===== src/rtl/alarm_event_decoder.sv =====
// alarm_event_decoder
//   Watches the three zone buzzer lines, measures each pulse, and queues one
//   {err, zone, len} event per pulse in a small FIFO drained by valid/ready.
//
// Ports:
//   i_clk         clock, rising edge
//   i_rst         asynchronous active-high reset
//   i_ena         block enable; low freezes all state (except overflow clear)
//   i_buzz[2:0]   buzzer lines {zone3, zone2, zone1}
//   o_evt_valid   FIFO non-empty
//   i_evt_ready   consumer accepts head event
//   o_evt_zone    head event zone (1..3, 0 = invalid pattern)
//   o_evt_len     head event length in cycles, saturating at 63
//   o_evt_err     head event malformed
//   o_overflow    sticky: an event was dropped on a full FIFO
//   i_clear_ovf   synchronous clear of o_overflow
//   o_busy        measuring a pulse
module alarm_event_decoder #(
    parameter int unsigned PULSE_MIN  = 28,
    parameter int unsigned PULSE_MAX  = 34,
    parameter int unsigned FIFO_DEPTH = 4
) (
    input  logic       i_clk,
    input  logic       i_rst,
    input  logic       i_ena,
    input  logic [2:0] i_buzz,
    output logic       o_evt_valid,
    input  logic       i_evt_ready,
    output logic [1:0] o_evt_zone,
    output logic [5:0] o_evt_len,
    output logic       o_evt_err,
    output logic       o_overflow,
    input  logic       i_clear_ovf,
    output logic       o_busy
);

    localparam int unsigned PTR_W = $clog2(FIFO_DEPTH);
    localparam logic [PTR_W:0] FULL_C = (PTR_W + 1)'(FIFO_DEPTH);
    localparam logic [5:0] MIN_C = 6'(PULSE_MIN);
    localparam logic [5:0] MAX_C = 6'(PULSE_MAX);

    typedef enum logic [1:0] {StSync, StIdle, StMeasure} state_t;

    state_t r_state;
    state_t w_state_next;

    logic [2:0] r_pat;
    logic [5:0] r_len;

    logic       w_push;
    logic       w_chg;
    logic [1:0] w_zone;
    logic       w_err;
    logic [8:0] w_entry;

    logic [8:0]       r_mem [FIFO_DEPTH];
    logic [PTR_W-1:0] r_wptr;
    logic [PTR_W-1:0] r_rptr;
    logic [PTR_W:0]   r_count;
    logic             r_overflow;

    logic       w_full;
    logic       w_pop;
    logic       w_push_ok;
    logic       w_drop;
    logic [8:0] w_head;

    // State register
    always_ff @(posedge i_clk or posedge i_rst) begin
        if (i_rst) begin
            r_state <= StSync;
        end else if (i_ena) begin
            r_state <= w_state_next;
        end
    end

    // Next-state logic
    always_comb begin
        w_state_next = r_state;
        unique case (r_state)
            StSync:    if (i_buzz == 3'b000) w_state_next = StIdle;
            StIdle:    if (i_buzz != 3'b000) w_state_next = StMeasure;
            StMeasure: begin
                if (i_buzz == 3'b000) begin
                    w_state_next = StIdle;
                end else if (i_buzz != r_pat) begin
                    // Pattern changed mid-pulse: resync so the new segment is not logged
                    w_state_next = StSync;
                end
            end
            default:   w_state_next = StSync;
        endcase
    end

    // FSM outputs
    always_comb begin
        o_busy = (r_state == StMeasure);
        w_push = (r_state == StMeasure) && (i_buzz != r_pat);
        w_chg  = (i_buzz != 3'b000);
    end

    // Pulse pattern and length counter
    always_ff @(posedge i_clk or posedge i_rst) begin
        if (i_rst) begin
            r_pat <= 3'b000;
            r_len <= 6'd0;
        end else if (i_ena) begin
            if (r_state == StIdle && i_buzz != 3'b000) begin
                r_pat <= i_buzz;
                r_len <= 6'd1;
            end else if (r_state == StMeasure && i_buzz == r_pat && r_len != 6'd63) begin
                r_len <= r_len + 6'd1;
            end
        end
    end

    always_comb begin
        case (r_pat)
            3'b001:  w_zone = 2'd1;
            3'b010:  w_zone = 2'd2;
            3'b100:  w_zone = 2'd3;
            default: w_zone = 2'd0;
        endcase
        w_err   = (w_zone == 2'd0) | w_chg | (r_len < MIN_C) | (r_len > MAX_C);
        w_entry = {w_err, w_zone, r_len};
    end

    // Event FIFO
    always_comb begin
        o_evt_valid = (r_count != '0);
        w_full      = (r_count == FULL_C);
        w_pop       = o_evt_valid & i_evt_ready & i_ena;
        // A full FIFO still accepts a push if the head leaves on the same edge
        w_push_ok   = w_push & i_ena & (~w_full | w_pop);
        w_drop      = w_push & i_ena & w_full & ~w_pop;
    end

    always_ff @(posedge i_clk or posedge i_rst) begin
        if (i_rst) begin
            for (int i = 0; i < int'(FIFO_DEPTH); i++) r_mem[i] <= '0;
            r_wptr  <= '0;
            r_rptr  <= '0;
            r_count <= '0;
        end else begin
            if (w_push_ok) begin
                r_mem[r_wptr] <= w_entry;
                r_wptr        <= r_wptr + 1'b1;
            end
            if (w_pop) begin
                r_rptr <= r_rptr + 1'b1;
            end
            if (w_push_ok && !w_pop) begin
                r_count <= r_count + 1'b1;
            end else if (!w_push_ok && w_pop) begin
                r_count <= r_count - 1'b1;
            end
        end
    end

    // Sticky overflow; a drop on the same edge as a clear wins
    always_ff @(posedge i_clk or posedge i_rst) begin
        if (i_rst) begin
            r_overflow <= 1'b0;
        end else if (w_drop) begin
            r_overflow <= 1'b1;
        end else if (i_clear_ovf) begin
            r_overflow <= 1'b0;
        end
    end

    always_comb begin
        w_head     = o_evt_valid ? r_mem[r_rptr] : 9'd0;
        o_evt_err  = w_head[8];
        o_evt_zone = w_head[7:6];
        o_evt_len  = w_head[5:0];
        o_overflow = r_overflow;
    end

endmodule


===== config.mk =====
export PLATFORM = sky130hd
export DESIGN_NAME = alarm_event_decoder
export DESIGN_NICKNAME = d
export VERILOG_FILES = /design/src/rtl/alarm_event_decoder.sv
export SDC_FILE = /design/constraint.sdc
export NUM_CORES = 1
export LEC_CHECK = 0
export ABC_AREA = 1
export CAP_MARGIN = 20
export CORE_MARGIN = 3
export CORE_UTILIZATION = 53
export DETAILED_ROUTE_END_ITERATION = 8
export GPL_ROUTABILITY_DRIVEN = 0
export PLACE_DENSITY = 0.76
export REMOVE_ABC_BUFFERS = 1
export SLEW_MARGIN = 20
export SYNTH_ARGS = -nofsm -noshare
export SYNTH_HDL_FRONTEND = slang
export SYNTH_SLANG_ARGS = --single-unit
export TNS_END_PERCENT = 20

===== constraint.sdc =====
create_clock -name i_clk -period 2.2 [get_ports i_clk]
set_input_delay 0.66 -clock i_clk [delete_from_list [all_inputs] [get_ports i_clk]]
set_output_delay 0.66 -clock i_clk [all_outputs]
set_load 0.02 [all_outputs]

==> run metrics <==
Post-synth EDFFs 0; crit-path most repeated cell buf_4; HPWL Detailed 5.00 mm; GRT Residual Overflow 0; Final TNS setup 0 ps; largest cells by area after synthesis dfrtp_1, nand2_1, nor2_1; core area 5200 um^2; pre-CTS setup slack -528 ps; Max transition margin 0.749; slowest cell delay on critical path 460 ps; die height 80.0 um; top_reg_cell synth dfrtp_1; CP top delay family flip-flops; die footprint 6400 um^2; crit path max fanout 10; Worst Setup Path Type register to primary output; latest clock arrival within the worst-skew pair 310 ps; Req. time, crit path 1540 ps; Root Driver clkbuf_8; clock sinks 55; CTS tree done; sequential cell area fraction in the yosys report 0.474; HP Class register to register; area taken by multi-input logic gates 1390 um^2; status complete, no violations; setup ws final 67.5 ps; Clock transition at path regs 90 ps; first-pass GRT wire length 11.9 mm; routed length per instance 13.8 um; Via density 5.07; Final Cell Area 3630 um^2; Ant. Diodes 0; synthesized area 2900 um^2; syn_area_per_cell 7.76 um^2; nets 448; P_leak 2.01 nW; filler cell count 445; Die Width 80.0 um; DR iter-0 viols 141; FMAX 469 MHz; Starting Density 0.558; DRC 0; Final Cycle Share 0.969; critical-path cell list inv_1, buf_4, o21ai_0, a21oi_1, buf_4; Cells after Synth 374; Critical Path Start Type register; Port Buf Inserts 19; total placed cells including tap cells 495; vias in the first global route 2593; fin util 0.697; Netlist cell types 24; H-Tree Depth 2; worst-margin pin slew 376 ps; final hold vios 0; fin crit period 2130 ps; Post-Route Skew 5.66 ps; Total Power 3.92 mW; max_cap viols 0; remaining antenna violation count after routing 0; Final Max Slew Viols 0; async set-or-reset flop fraction in the synthesized netlist 1.00; Post-Layout Cell Count 504; setup repair after global routing missed its margin yes; CTS Hold Bufs 0; I/O pin cnt 20; Register Area 1380 um^2; row count 26; pwr dens 1080 nW/um^2; Finish-stage setup viols 0; initial antenna violation count 0; share of cells above drive strength 1 0.196; largest net degree at the start of global routing 23; share of the synthesized area in the top cell type 0.474; vias after detailed routing 2555; Critical Path End Type primary output; Pre-antenna DRT Iters 4; area grow syn2layout 24.9%; Min Hold Slack 485 ps; final WL 6.97 mm; WP data arrival 1470 ps; Commonest cells post-synth nand2_1, dfrtp_1, nor2_1; Max IR drop VDD 0.645 mV; #FFs+latches synth 55; most common cell in the netlist nand2_1; slowest CP cell dfrtp_2; GRT Overall Usage 0.239; CTS Buffer Depth 2; largest area contributor in the netlist dfrtp_1; Cell Area, Placed 3510 um^2; total CTS buffers 5; Crit path buffers/inverters 3; Synth warnings 0
-- layer usage --
metal | vias to the layer above | global-route usage | wire [um]
li1 | 1287 | - | -
met1 | 1201 | 0.310 | 3220
met5 | - | 0 | 0
met4 | 0 | 0.0811 | 108
met3 | 11 | 0.0406 | 284
met2 | 56 | 0.403 | 3360
-- cell usage in the layout, fill, tap and decap left out, types with 6 or more instances in the layout --
master	instances
nand3_1	14
a21oi_1	11
ha_1	6
nor2_1	48
inv_1	24
clkbuf_8	6
buf_4	43
nand2_1	140
o21ai_0	26
xor2_1	7
dfrtp_1	54
-- kinds of logic after synthesis --
| logic type | share of synthesized area |
|---|---|
| buf+inv | 0.0530 |
| xor+xnor | 0.0332 |
| compound gates | 0.0737 |
| fa+ha+maj | 0.0327 |
| flops | 0.474 |
| simple gates | 0.333 |
-- final timing paths --
path                       startpoint            to  slack [ps]  cells past startpoint
min in group asynchronous       i_rst    r_count[2]         630                      2
hold reg to reg             r_mem[20]     r_mem[20]         490                      2
setup / recovery            r_rptr[0]  o_evt_len[4]          70                      5
setup reg to reg           r_state[1]    r_count[2]         250                     12
max in group asynchronous       i_rst     r_rptr[0]        1060                      3
hold / removal              r_mem[20]     r_mem[20]         490                      2
-- worst min-delay path, cell delays in order, from the launching register on --
cell,delay (ps)
dfrtp_1,350
nand2_1,50
nand2_1,50
-- cell type report --
cell class,instances,area share
inverters,28,0.0297
flip-flops and latches,55,0.380
well taps,70,0.0242
repair buffers,63,0.149
multi-input cells,280,0.384
clock inverters,2,0.00966
clock buffers,6,0.0228
-- flip-flops by register name, summed over array words and instances (netlist names) --
register    count
o_overflow      1
r_mem          36
r_rptr          2
r_wptr          2
r_pat           3
r_count         3
r_len           6
r_state         2
-- repair_timing --
action | 4_1_cts | 5_1_grt
pin swaps | 0 | 2
resized for setup | 47 | 11
buffers inserted | 0 | 1
endpoints found under the setup margin | 13 | 10
-- power breakdown --
part	switching (mW)	internal [mW]	total, mW
clock network	0.327	0.369	0.695
registers	0.202	1.24	1.44
logic	1.00	0.775	1.78
No activity file was read; power rests on OpenSTA's default activity.
